**src/rtl/ens_vote_acc_pkg.sv**
```systemverilog
// ens_vote_acc_pkg
// Purpose : shared definitions for the ensemble vote accumulator.
//           - ens_state_e : ACC (collect member beats), SCAN (argmax walk),
//                           OUT (hold result until downstream takes it)
//           - sum_w()     : accumulator width able to hold num_ens maximal
//                           scores without overflow
package ens_vote_acc_pkg;

    typedef enum logic [1:0] {
        ACC  = 2'd0,
        SCAN = 2'd1,
        OUT  = 2'd2
    } ens_state_e;

    // Adding num_ens values of score_w bits needs $clog2(num_ens) extra bits.
    function automatic int sum_w(input int score_w, input int num_ens);
        return score_w + $clog2(num_ens);
    endfunction

endpackage

```
**src/rtl/ens_class_acc_bank.sv**
```systemverilog
// ens_class_acc_bank
// Purpose : one accumulator per class. Each add pulse adds the matching
//           zero-extended score field of data_i into every accumulator.
// Ports   : clk, rst     clock and synchronous active-high reset
//           clr_i        clear all accumulators (wins over add_i)
//           add_i        accumulate data_i this cycle
//           data_i       class k score in bits [k*SCORE_W +: SCORE_W]
//           rd_idx_i     class to read
//           rd_data_o    current total of class rd_idx_i (combinational)
module ens_class_acc_bank
    import ens_vote_acc_pkg::*;
#(
    parameter int NUM_ENS     = 4,
    parameter int NUM_CLASSES = 10,
    parameter int SCORE_W     = 4,
    localparam int SUM_W      = sum_w(SCORE_W, NUM_ENS),
    localparam int IDX_W      = $clog2(NUM_CLASSES)
) (
    input  logic                           clk,
    input  logic                           rst,
    input  logic                           clr_i,
    input  logic                           add_i,
    input  logic [NUM_CLASSES*SCORE_W-1:0] data_i,
    input  logic [IDX_W-1:0]               rd_idx_i,
    output logic [SUM_W-1:0]               rd_data_o
);

    logic [NUM_CLASSES*SUM_W-1:0] acc_flat;

    for (genvar gi = 0; gi < NUM_CLASSES; gi++) begin : g_acc
        logic [SUM_W-1:0] acc_q;
        logic [SUM_W-1:0] acc_d;

        // SUM_W is wide enough for NUM_ENS maximal scores, so no wrap check.
        assign acc_d = acc_q + SUM_W'(data_i[gi*SCORE_W +: SCORE_W]);

        always_ff @(posedge clk) begin
            if (rst || clr_i) begin
                acc_q <= '0;
            end else if (add_i) begin
                acc_q <= acc_d;
            end
        end

        assign acc_flat[gi*SUM_W +: SUM_W] = acc_q;
    end

    always_comb begin
        rd_data_o = '0;
        for (int k = 0; k < NUM_CLASSES; k++) begin
            if (rd_idx_i == IDX_W'(k)) begin
                rd_data_o = acc_flat[k*SUM_W +: SUM_W];
            end
        end
    end

endmodule

```
**src/rtl/ens_vote_acc.sv**
```systemverilog
// ens_vote_acc
// Purpose : sums NUM_ENS member score vectors per class, then walks the
//           classes one per cycle to find the argmax (lowest index on ties)
//           and presents it until the downstream accepts it.
// Ports   : clk, rst                 clock, synchronous active-high reset
//           s_valid/s_ready/s_data   member score vector input
//           m_valid/m_ready          result handshake
//           m_class/m_score          winning class and its accumulated score
module ens_vote_acc
    import ens_vote_acc_pkg::*;
#(
    parameter int NUM_ENS     = 4,
    parameter int NUM_CLASSES = 10,
    parameter int SCORE_W     = 4,
    localparam int SUM_W      = sum_w(SCORE_W, NUM_ENS),
    localparam int CLS_W      = $clog2(NUM_CLASSES)
) (
    input  logic                           clk,
    input  logic                           rst,
    input  logic                           s_valid,
    output logic                           s_ready,
    input  logic [NUM_CLASSES*SCORE_W-1:0] s_data,
    output logic                           m_valid,
    input  logic                           m_ready,
    output logic [CLS_W-1:0]               m_class,
    output logic [SUM_W-1:0]               m_score
);

    localparam int CNT_W = $clog2(NUM_ENS);
    localparam logic [CNT_W-1:0] LAST_MEMBER = CNT_W'(NUM_ENS - 1);
    localparam logic [CLS_W-1:0] LAST_CLASS  = CLS_W'(NUM_CLASSES - 1);

    ens_state_e       state_q, state_d;
    logic [CNT_W-1:0] cnt_q, cnt_d;
    logic [CLS_W-1:0] scan_idx_q, scan_idx_d;
    logic [CLS_W-1:0] best_idx_q, best_idx_d;
    logic [SUM_W-1:0] best_score_q, best_score_d;
    logic [SUM_W-1:0] rd_data;
    logic             beat_take;
    logic             out_take;

    assign s_ready   = (state_q == ACC);
    assign m_valid   = (state_q == OUT);
    assign beat_take = s_valid && s_ready;
    assign out_take  = m_valid && m_ready;
    assign m_class   = best_idx_q;
    assign m_score   = best_score_q;

    ens_class_acc_bank #(
        .NUM_ENS     (NUM_ENS),
        .NUM_CLASSES (NUM_CLASSES),
        .SCORE_W     (SCORE_W)
    ) u_bank (
        .clk       (clk),
        .rst       (rst),
        .clr_i     (out_take),
        .add_i     (beat_take),
        .data_i    (s_data),
        .rd_idx_i  (scan_idx_q),
        .rd_data_o (rd_data)
    );

    always_comb begin
        state_d      = state_q;
        cnt_d        = cnt_q;
        scan_idx_d   = scan_idx_q;
        best_idx_d   = best_idx_q;
        best_score_d = best_score_q;
        case (state_q)
            ACC: begin
                if (beat_take) begin
                    if (cnt_q == LAST_MEMBER) begin
                        cnt_d   = '0;
                        state_d = SCAN;
                    end else begin
                        cnt_d = cnt_q + CNT_W'(1);
                    end
                end
            end
            SCAN: begin
                // Best starts at index 0 / score 0, so strict '>' both keeps
                // the lowest index on ties and handles class 0 naturally.
                if (rd_data > best_score_q) begin
                    best_idx_d   = scan_idx_q;
                    best_score_d = rd_data;
                end
                if (scan_idx_q == LAST_CLASS) begin
                    scan_idx_d = '0;
                    state_d    = OUT;
                end else begin
                    scan_idx_d = scan_idx_q + CLS_W'(1);
                end
            end
            OUT: begin
                if (m_ready) begin
                    best_idx_d   = '0;
                    best_score_d = '0;
                    state_d      = ACC;
                end
            end
            default: begin
                state_d = ACC;
            end
        endcase
    end

    always_ff @(posedge clk) begin
        if (rst) begin
            state_q      <= ACC;
            cnt_q        <= '0;
            scan_idx_q   <= '0;
            best_idx_q   <= '0;
            best_score_q <= '0;
        end else begin
            state_q      <= state_d;
            cnt_q        <= cnt_d;
            scan_idx_q   <= scan_idx_d;
            best_idx_q   <= best_idx_d;
            best_score_q <= best_score_d;
        end
    end

endmodule

```
**config.mk**
```make
export PLATFORM = sky130hd
export DESIGN_NAME = ens_vote_acc
export DESIGN_NICKNAME = d
export VERILOG_FILES = /design/src/rtl/ens_vote_acc_pkg.sv /design/src/rtl/ens_class_acc_bank.sv /design/src/rtl/ens_vote_acc.sv
export SDC_FILE = /design/constraint.sdc
export NUM_CORES = 1
export LEC_CHECK = 0
export ABC_AREA = 1
export CAP_MARGIN = 20
export CORE_AREA = 2 2 94 96
export CTS_CLUSTER_DIAMETER = 80
export DETAILED_ROUTE_END_ITERATION = 6
export DIE_AREA = 0 0 96 98
export GPL_TIMING_DRIVEN = 0
export PLACE_DENSITY = 0.95
export SLEW_MARGIN = 25
export SYNTH_ARGS = -nofsm -noshare
export SYNTH_HDL_FRONTEND = slang
export SYNTH_HIERARCHICAL = 1
export SYNTH_SLANG_ARGS = --single-unit
export TNS_END_PERCENT = 20
```
**constraint.sdc**
```tcl
create_clock -name clk -period 6 [get_ports clk]
set_input_delay 0.6 -clock clk [delete_from_list [all_inputs] [get_ports clk]]
set_output_delay 0.6 -clock clk [all_outputs]
set_load 0.005 [all_outputs]
```
==> out/summary.txt, run 1 <==
CP Launch Point: scan_idx_q[2]$_SDFFE_PP0N_
Final nets: 858
Synth top area share: 31.3%
xor/xnor cell area share of the yosys netlist: 3.33%
part of the cycle the worst path needs: 47.7%
main combinational cell family by area after synthesis: simple AND/OR/NAND/NOR gates
max-cap viol count: 0
unrepaired setup endpoints after global routing: no
worst-margin pin slew: 733 ps
most common cell in the synthesized netlist: nand2_1
Hold Path Origin: u_bank/g_acc[2].acc_q[0]$_SDFFE_PP0P_
ANT nets after route: 0
power density cells: 243 mW/mm^2
Yosys reg bits: 78
reg-to-reg setup timing slack: 3140 ps
DIE HEIGHT: 98 um
Synth cell types: 34
Seq/Total Area, Yosys: 31.3%
number of flops mapped to enable cells by yosys: 0
Req. time, crit path: 6280 ps
slowest stage cell, crit path: dfxtp_1
Fin. Hold Viols: 0
H-Tree Depth: 3
layout cells sized above 1: 5.52%
sequential power share: 41.4%
Final min period: 2860 ps
leakage dissipation: 0.00268 uW
DP Worst Slack: 3240 ps
DR WL/cell: 16.3 um
Num CTS Buffers: 9
Hold Path Sink: u_bank/g_acc[2].acc_q[0]$_SDFFE_PP0P_
vias in the first global route: 4,858
Switch Pwr: 445 uW
initial antenna violation count: 0
gr ovfl total: 0
fmax: 0.349 GHz
Layout area overhead: 18.5%
outcome: finished, final reports clean
crit path capture type: flop
Syn. warnings: 6
Synth async-reset ratio: 0%
Reg2Reg Depth: 16
CP max FO: 10
first-pass GRT wire length: 22,600 um
relative slew slack: 51.1%
max-slew violation count: 0
clk buf depth: 2
Clock Skew: 13.2 ps
CP Cell Sequence: nor2_1 -> buf_4 -> nand3_1 -> nand2_1 -> nor2_1 -> nand4_1 -> nor2_1 -> nand4_1 -> ha_1 -> nand2_1 -> nor2_4 -> nand2_1 -> nand3_2 -> nand2_2 -> nand3_1 -> a21oi_1
routability cong.: 0.937
final core utilization: 69.9%
Setup Viol. Count Final: 0
Pint: 992 uW
routed wire length: 14,200 um
IO buf count: 55
cts hold-fix bufs: 0
Synth area leaders: dfxtp_1 31%, ha_1 12%, nand2_1 8.3%
post-synthesis mux area share: 0%
Vias: 5,101
capturing point of the worst reg2reg path: m_score[2]$_SDFFE_PP0P_
DP Wirelength: 10,500 um
drt first pass iters: 6
GRT Util Overall: 30.9%
Mean Syn Cell Area: 7.23 sq um
top_reg_cell synth: dfxtp_1
area share of fa/ha/maj cells after synthesis: 15.8%
full die area: 0.00941 sq mm
fin worst setup slack: 3140 ps
antenna cells: 0
Die W: 96 um
clock network power share: 33.7%
routed vias/inst: 5.87
Setup crit start kind: flop
CP Class: reg2reg
Critical Path AT: 3140 ps
syn_nets: 792
clk sinks: 78
area leader, netlist: dfxtp_1
CP peak stage delay: 590 ps
post-CTS sizing: 0
DRC: 0
Post-synth top cells: 110 x nand2_1, 84 x inv_1, 78 x dfxtp_1
Rows: 34
drt first-iter violations: 477
setup TNS: 0 ps
reg2reg start: scan_idx_q[2]$_SDFFE_PP0N_
clk slew on worst S/H paths: 80 ps
Initial Util: 59.0%
post-synthesis cell area: 0.00499 sq mm
Core ar.: 0.00847 sq mm
switching share of power: 31.0%
Max VDD drop: 0.134 mV
hold depth: 2
HP Class: reg2reg
worst skew pair latency: 360 ps
boundary pin count: 56
CTS tree: built
logic gate share of total power: 24.9%
Compound-Gate Fraction of Synth Area: 15.5%
Synth Instances: 691
pin count of the biggest net entering global routing: 13
Root Driver: clkbuf_8
post-synthesis simple-gate area fraction: 25.3%
setup bufs post-CTS: 0
cells by family (layout without fill, tap and decap cells):
kind of cell	Yosys count	count (layout)
buffers and inverters	111	181
adders and majority gates	57	57
and+or+nand+nor	282	282
DFF	78	78
xor gates and xnor gates	19	19
AOI/OAI and AO/OA	144	144
power groups by stage:
stage	Clock [uW]	Combinational [uW]	Sequential, uW
detailed placement	0	349	604
finish	484	358	595
global route	504	398	598
global placement	0	323	601
CTS	483	352	593
floorplan	0	243	593
worst max-delay path by stage:
stage,end,cells past startpoint
floorplan,m_class[1]$_SDFFE_PP0P_,15
global placement,m_class[3]$_SDFFE_PP0P_,15
detailed placement,m_score[2]$_SDFFE_PP0P_,16
CTS,m_score[2]$_SDFFE_PP0P_,16
global route,m_class[1]$_SDFFE_PP0P_,16
finish,m_score[2]$_SDFFE_PP0P_,16
cell usage in the layout, fill, tap and decap left out, types with 4 or more instances in the layout:
cell type,count
clkbuf_1,12
dfxtp_1,78
buf_2,7
inv_1,84
xnor2_1,10
nand2_1,110
ha_1,47
fa_1,10
xor2_1,9
a21o_1,9
nand4_1,21
nor3_1,8
nor2_1,74
inv_2,4
o21ai_0,44
a31oi_1,9
a21oi_1,72
clkbuf_8,10
clkdlybuf4s50_1,55
o21ai_1,4
nand3_1,48
and3_1,8
routing by layer:
metal  part of all wire, %  routed length (um)  track usage, %  vias to the layer above
li1                      -                   -               -                     2441
met1                    39                5590            38.6                     2359
met2                    49                6960            51.5                      259
met3                   8.7                1230            6.48                       42
met4                   2.8                 398            12.4                        0
met5                     0                   0               0                        -
critical path, delay by kind of cell, from the launching register on:
kind                     cells  cell delay (ps)
AO/OA/AOI/OAI                1              140
buffers and inverters        1              210
AND/OR/NAND/NOR             13             1500
flip-flops                   1              590
adder cells (fa/ha/maj)      1              340
cell type report:
class | count | area (sq um)
multi-input cells | 502 | 2990
fillers | 685 | 2550
flip-flops and latches | 78 | 1560
repair buffers | 55 | 551
inverters | 89 | 334
clock buffers | 11 | 141
well taps | 108 | 135
plain buffers | 22 | 106
clock inverters | 4 | 95.1
metrics by stage:
step | cells | power (uW) | hold slack, ps | cell area (sq um)
finish | 869 | 1440 | 490 | 5920
detailed placement | 854 | 953 | 475 | 5680
CTS | 869 | 1430 | 486 | 5920
global placement | 854 | 924 | 468 | 5680
global route | 869 | 1500 | 516 | 5920
floorplan | 691 | 836 | 452 | 4990
flip-flops by register name, indices dropped and copies added (netlist names):
| register | cells |
|---|---|
| state_q | 2 |
| m_score | 6 |
| u_bank/g_acc.acc_q | 60 |
| cnt_q | 2 |
| m_class | 4 |
| scan_idx_q | 4 |
No activity file was read; power rests on OpenSTA's default activity.
==> run 2: changes to the inputs <==
CORE_AREA = 2 2 97 99   (was 2 2 94 96)
DIE_AREA = 0 0 99 101   (was 0 0 96 98)
PLACE_DENSITY = 0.91   (was 0.95)
clock period = 3 ns   (was 6 ns; I/O delays follow)
==> run 2 against run 1 <==
- clock power rose by 77%
- non-clock buffer count did not move
- total power increased by 92%
- hold slack worse by 0.91 ps
==> out/summary.txt, run 2 (synthesized netlist as in run 1, its figures left out) <==
post-CTS sizing: 0
ANT nets after route: 0
antenna cells: 0
CP max FO: 10
power density cells: 468 mW/mm^2
fillers: 728
boundary pin count: 56
fmax: 0.358 GHz
clk slew on worst S/H paths: 80 ps
CP Class: reg2reg
GRT Util Overall: 27.7%
Core ar.: 0.00898 sq mm
gr ovfl total: 0
HP Class: reg2reg
max FFs per register: 60
drt first-iter violations: 530
routed vias/inst: 5.80
clk sinks: 78
relative slew slack: 50.5%
Final nets: 858
max-cap viol count: 0
Fin. Hold Viols: 0
reg2reg start: scan_idx_q[3]$_SDFFE_PP0N_
Rows: 35
Layout area overhead: 17.9%
leakage dissipation: 0.00266 uW
sequential power share: 43.1%
M2 GR Usage: 46.8%
CP Launch Point: scan_idx_q[3]$_SDFFE_PP0N_
Req. time, crit path: 3280 ps
part of the cycle the worst path needs: 93.1%
setup bufs post-CTS: 0
Root Driver: clkbuf_8
outcome: finished, final reports clean
DP Wirelength: 10,300 um
Setup crit start kind: flop
Pint: 1880 uW
layout cells sized above 1: 5.52%
Setup Viol. Count Final: 0
unrepaired setup endpoints after global routing: no
routed wire length: 13,800 um
switching share of power: 31.9%
full die area: 0.0100 sq mm
Largest Register: u_bank/g_acc.acc_q
worst hold slack: 489 ps
initial antenna violation count: 0
vias in the first global route: 4,677
most used cells in the layout excluding fill and tap cells: 110 x nand2_1, 84 x inv_1, 77 x dfxtp_1
first-pass GRT wire length: 21,900 um
Clock Skew: 10.6 ps
cts hold-fix bufs: 0
busiest grt layer: met2
clk buf depth: 2
worst skew pair latency: 350 ps
Die W: 99 um
DIE HEIGHT: 101 um
worst-margin pin slew: 742 ps
Vias: 5,056
DRC: 0
clock network power share: 31.1%
Initial Util: 55.6%
crit path capture type: flop
M1 GR Usage: 36.6%
setup TNS: 0 ps
Switch Pwr: 879 uW
leading cell type in the layout, fill and taps excluded: nand2_1
Hold Path Origin: m_class[3]$_SDFFE_PP0P_
met3 Use GR: 3.12%
H-Tree Depth: 3
Reg area: 0.00156 sq mm
Max VDD drop: 0.293 mV
Multi-input gate area: 0.00299 sq mm
max-slew violation count: 0
drt first pass iters: 6
logic gate share of total power: 25.8%
Num CTS Buffers: 9
IO buf count: 55
DR WL/cell: 15.8 um
CTS tree: built
routability cong.: 0.908
pin count of the biggest net entering global routing: 13
Critical Path AT: 3070 ps
Final min period: 2790 ps
[run 2: final timing paths]
check                       endpoint  slack, ps  cells past startpoint
max          m_score[3]$_SDFFE_PP0P_        210                     16
min          m_class[3]$_SDFFE_PP0P_        490                      2
max reg2reg  m_score[3]$_SDFFE_PP0P_        210                     16
min reg2reg  m_class[3]$_SDFFE_PP0P_        490                      2
[run 2: stage by stage]
step                      worst slack [ps]  cell area [sq um]  total power [uW]  std cells  util [%]
after floorplan                        798               4990              1670        691         -
after global placement                 327               5680              1850        857      63.3
after detailed placement               247               5680              1900        857      63.3
after CTS                              199               5890              2740        872      65.6
after global routing                  37.1               5890              2890        872      65.6
final                                  207               5890              2760        872      65.6
[run 2: area by class of cell]
cell class	count	share of cell area, %
well taps	111	2.36
inverters	89	5.67
multi-input cells	502	50.8
plain buffers	22	1.81
clock inverters	4	1.23
flip-flops and latches	78	26.5
clock buffers	11	2.23
repair buffers	55	9.35
[run 2: worst max-delay path, stage by stage, from the launching register on]
cell and delay, ps:
dfxtp_1 550, nor2_1 170, buf_4 200, nand3_1 90, nand2_1 60, nor2_1 160
nand4_1 140, nor2_1 110, nand4_1 160, ha_1 320, nand2_1 120, nor2_4 50
nand2_1 70, nand3_2 80, nand2_2 190, nand3_1 120, a21oi_1 140
[run 2: power groups by stage]
stage / sequential, uW / clock (uW) / combinational, uW
after detailed placement: 1210 / 0 / 690
final: 1190 / 857 / 710
after floorplan: 1190 / 0 / 487
after CTS: 1190 / 861 / 696
after global placement: 1200 / 0 / 648
after global routing: 1200 / 899 / 791
[run 2: per-layer routing]
layer,up-vias,share of wire (%),wire [um]
met5,-,0,0
met4,0,2.3,316
met3,37,8.4,1150
met2,238,48,6660
met1,2348,41,5680
li1,2433,-,-
==> run 3: changes to the inputs <==
GPL_TIMING_DRIVEN = 1   (was 0)
==> run 3 against run 2 <==
- global-route usage is 1.1 points lower
- final cell count is 1.5% lower
- non-clock buffer count is 14 lower
- sequential share of layout area is 0.14 points higher
- total power is 2.5% lower
- routed wire length is 7.5% lower
- clock-buffer cell count stayed put
- fmax is 3.7% higher
- highest routed layer unchanged
==> out/summary.txt, run 3 (synthesized netlist as in run 1, its figures left out) <==
final core utilization: 65.3%
max-slew violation count: 0
post-placement cell area: 0.00564 sq mm
Largest Register: u_bank/g_acc.acc_q
Final Cell Area: 0.00587 sq mm
slowest stage cell, crit path: dfxtp_2
clk slew on worst S/H paths: 90 ps
Core ar.: 0.00898 sq mm
Critical Path AT: 2960 ps
IO buf count: 55
Fin. Hold Viols: 0
Die W: 99 um
CP Cell Sequence: nor2_1 -> buf_4 -> nand3_1 -> nand2_1 -> nor2_1 -> nand4_1 -> nor2_1 -> nand4_1 -> ha_1 -> nand2_1 -> nor2_4 -> nand2_1 -> nand3_4 -> nand2_4 -> nand3_1 -> a21oi_1
leakage dissipation: 0.00265 uW
drt first pass iters: 6
clk sinks: 78
CTS tree: built
worst skew pair latency: 360 ps
Hold Path Sink: u_bank/g_acc[9].acc_q[0]$_SDFFE_PP0P_
leading cell type in the layout, fill and taps excluded: nand2_1
Clock Skew: 15.0 ps
critical path's top delay family: simple AND/OR/NAND/NOR gates
DIE HEIGHT: 101 um
routed vias/inst: 5.64
first-pass GRT wire length: 21,500 um
HP Class: reg2reg
antenna cells: 0
clk buf depth: 2
Num CTS Buffers: 9
most used cells in the layout excluding fill and tap cells: 110 x nand2_1, 84 x inv_1, 75 x dfxtp_1
Initial Util: 55.6%
ANT nets after route: 0
hold depth: 2
DP Wirelength: 9600 um
power density cells: 458 mW/mm^2
capturing point of the worst reg2reg path: m_score[3]$_SDFFE_PP0P_
max FFs per register: 60
H-Tree Depth: 3
CP max FO: 12
routed wire length: 12,800 um
pin count of the biggest net entering global routing: 47
reg-to-reg setup timing slack: 310 ps
Rows: 35
Layout area overhead: 17.5%
CP Class: reg2reg
max-cap viol count: 0
DRC: 0
Final min period: 2690 ps
Reg2Reg Depth: 16
setup TNS: 0 ps
GRT Util Overall: 26.5%
Setup crit start kind: flop
gr ovfl total: 0
outcome: finished, final reports clean
cts hold-fix bufs: 0
full die area: 0.0100 sq mm
WP buf/inv: 1
Max VDD drop: 0.268 mV
crit path capture type: flop
routability cong.: 0.926
layout cells sized above 1: 5.88%
Hold Path Origin: u_bank/g_acc[9].acc_q[0]$_SDFFE_PP0P_
initial antenna violation count: 0
part of the cycle the worst path needs: 89.8%
vias in the first global route: 4,788
DR WL/cell: 14.9 um
unrepaired setup endpoints after global routing: no
Setup Viol. Count Final: 0
relative slew slack: 61.1%
Req. time, crit path: 3260 ps
CP peak stage delay: 460 ps
worst-margin pin slew: 579 ps
critical path depth: 16
boundary pin count: 56
Root Driver: clkbuf_8
fmax: 0.371 GHz
Vias: 4,846
drt first-iter violations: 306
Final nets: 844
reg2reg start: scan_idx_q[2]$_SDFFE_PP0N_
run 3: final cells by class:
cell class,count,area (sq um)
flip-flops and latches,78,1570
inverters,89,334
well taps,111,139
fillers,759,3110
multi-input cells,502,3020
repair buffers,63,611
clock inverters,5,58.8
clock buffers,11,141
run 3: per-stage QoR:
stage | hold WS, ps | worst slack, ps | total power, uW | cells
after floorplan | 369 | 798 | 1670 | 691
after detailed placement | 478 | 192 | 1880 | 843
after global placement | 470 | 339 | 1830 | 843
after CTS | 490 | 174 | 2670 | 859
after global routing | 515 | 5.61 | 2840 | 859
final | 495 | 306 | 2690 | 859
run 3: worst max path at each step:
| stage | from | to | slack [ps] |
|---|---|---|---|
| floorplan | scan_idx_q[2]$_SDFFE_PP0N_ | m_class[1]$_SDFFE_PP0P_ | 800 |
| global placement | scan_idx_q[1]$_SDFFE_PP0N_ | m_score[0]$_SDFFE_PP0P_ | 340 |
| detailed placement | scan_idx_q[2]$_SDFFE_PP0N_ | m_score[3]$_SDFFE_PP0P_ | 190 |
| CTS | scan_idx_q[2]$_SDFFE_PP0N_ | m_score[3]$_SDFFE_PP0P_ | 170 |
| global route | scan_idx_q[2]$_SDFFE_PP0N_ | m_score[3]$_SDFFE_PP0P_ | 6 |
| finish | scan_idx_q[2]$_SDFFE_PP0N_ | m_score[3]$_SDFFE_PP0P_ | 310 |
run 3: worst reg2reg max path: stages (launching register included):
cell and delay (ps):
dfxtp_2 460, nor2_1 100, buf_4 180, nand3_1 80
nand2_1 50, nor2_1 120, nand4_1 120, nor2_1 120
nand4_1 150, ha_1 330, nand2_1 120, nor2_4 60
nand2_1 120, nand3_4 160, nand2_4 170, nand3_1 80
a21oi_1 190
run 3: timing repair:
| action | in CTS | in global routing |
|---|---|---|
| gates resized for setup | 0 | 6 |
| setup endpoints to repair | 0 | 10 |
| setup buffers | 0 | 0 |
run 3: per-layer routing:
layer	share of wire [%]	GRT usage, %	vias to the layer above	routed length (um)
li1	-	-	2408	-
met1	42	32.4	2250	5330
met2	50	47.8	168	6450
met3	6.3	3.33	20	799
met4	1.5	9.80	0	193
met5	0	0	-	0
run 3: power breakdown:
group | internal [uW] | switching [uW] | total, uW
clock | 408 | 402 | 809
combinational | 290 | 394 | 684
sequential | 1110 | 80.3 | 1190
total | 1810 | 876 | 2690
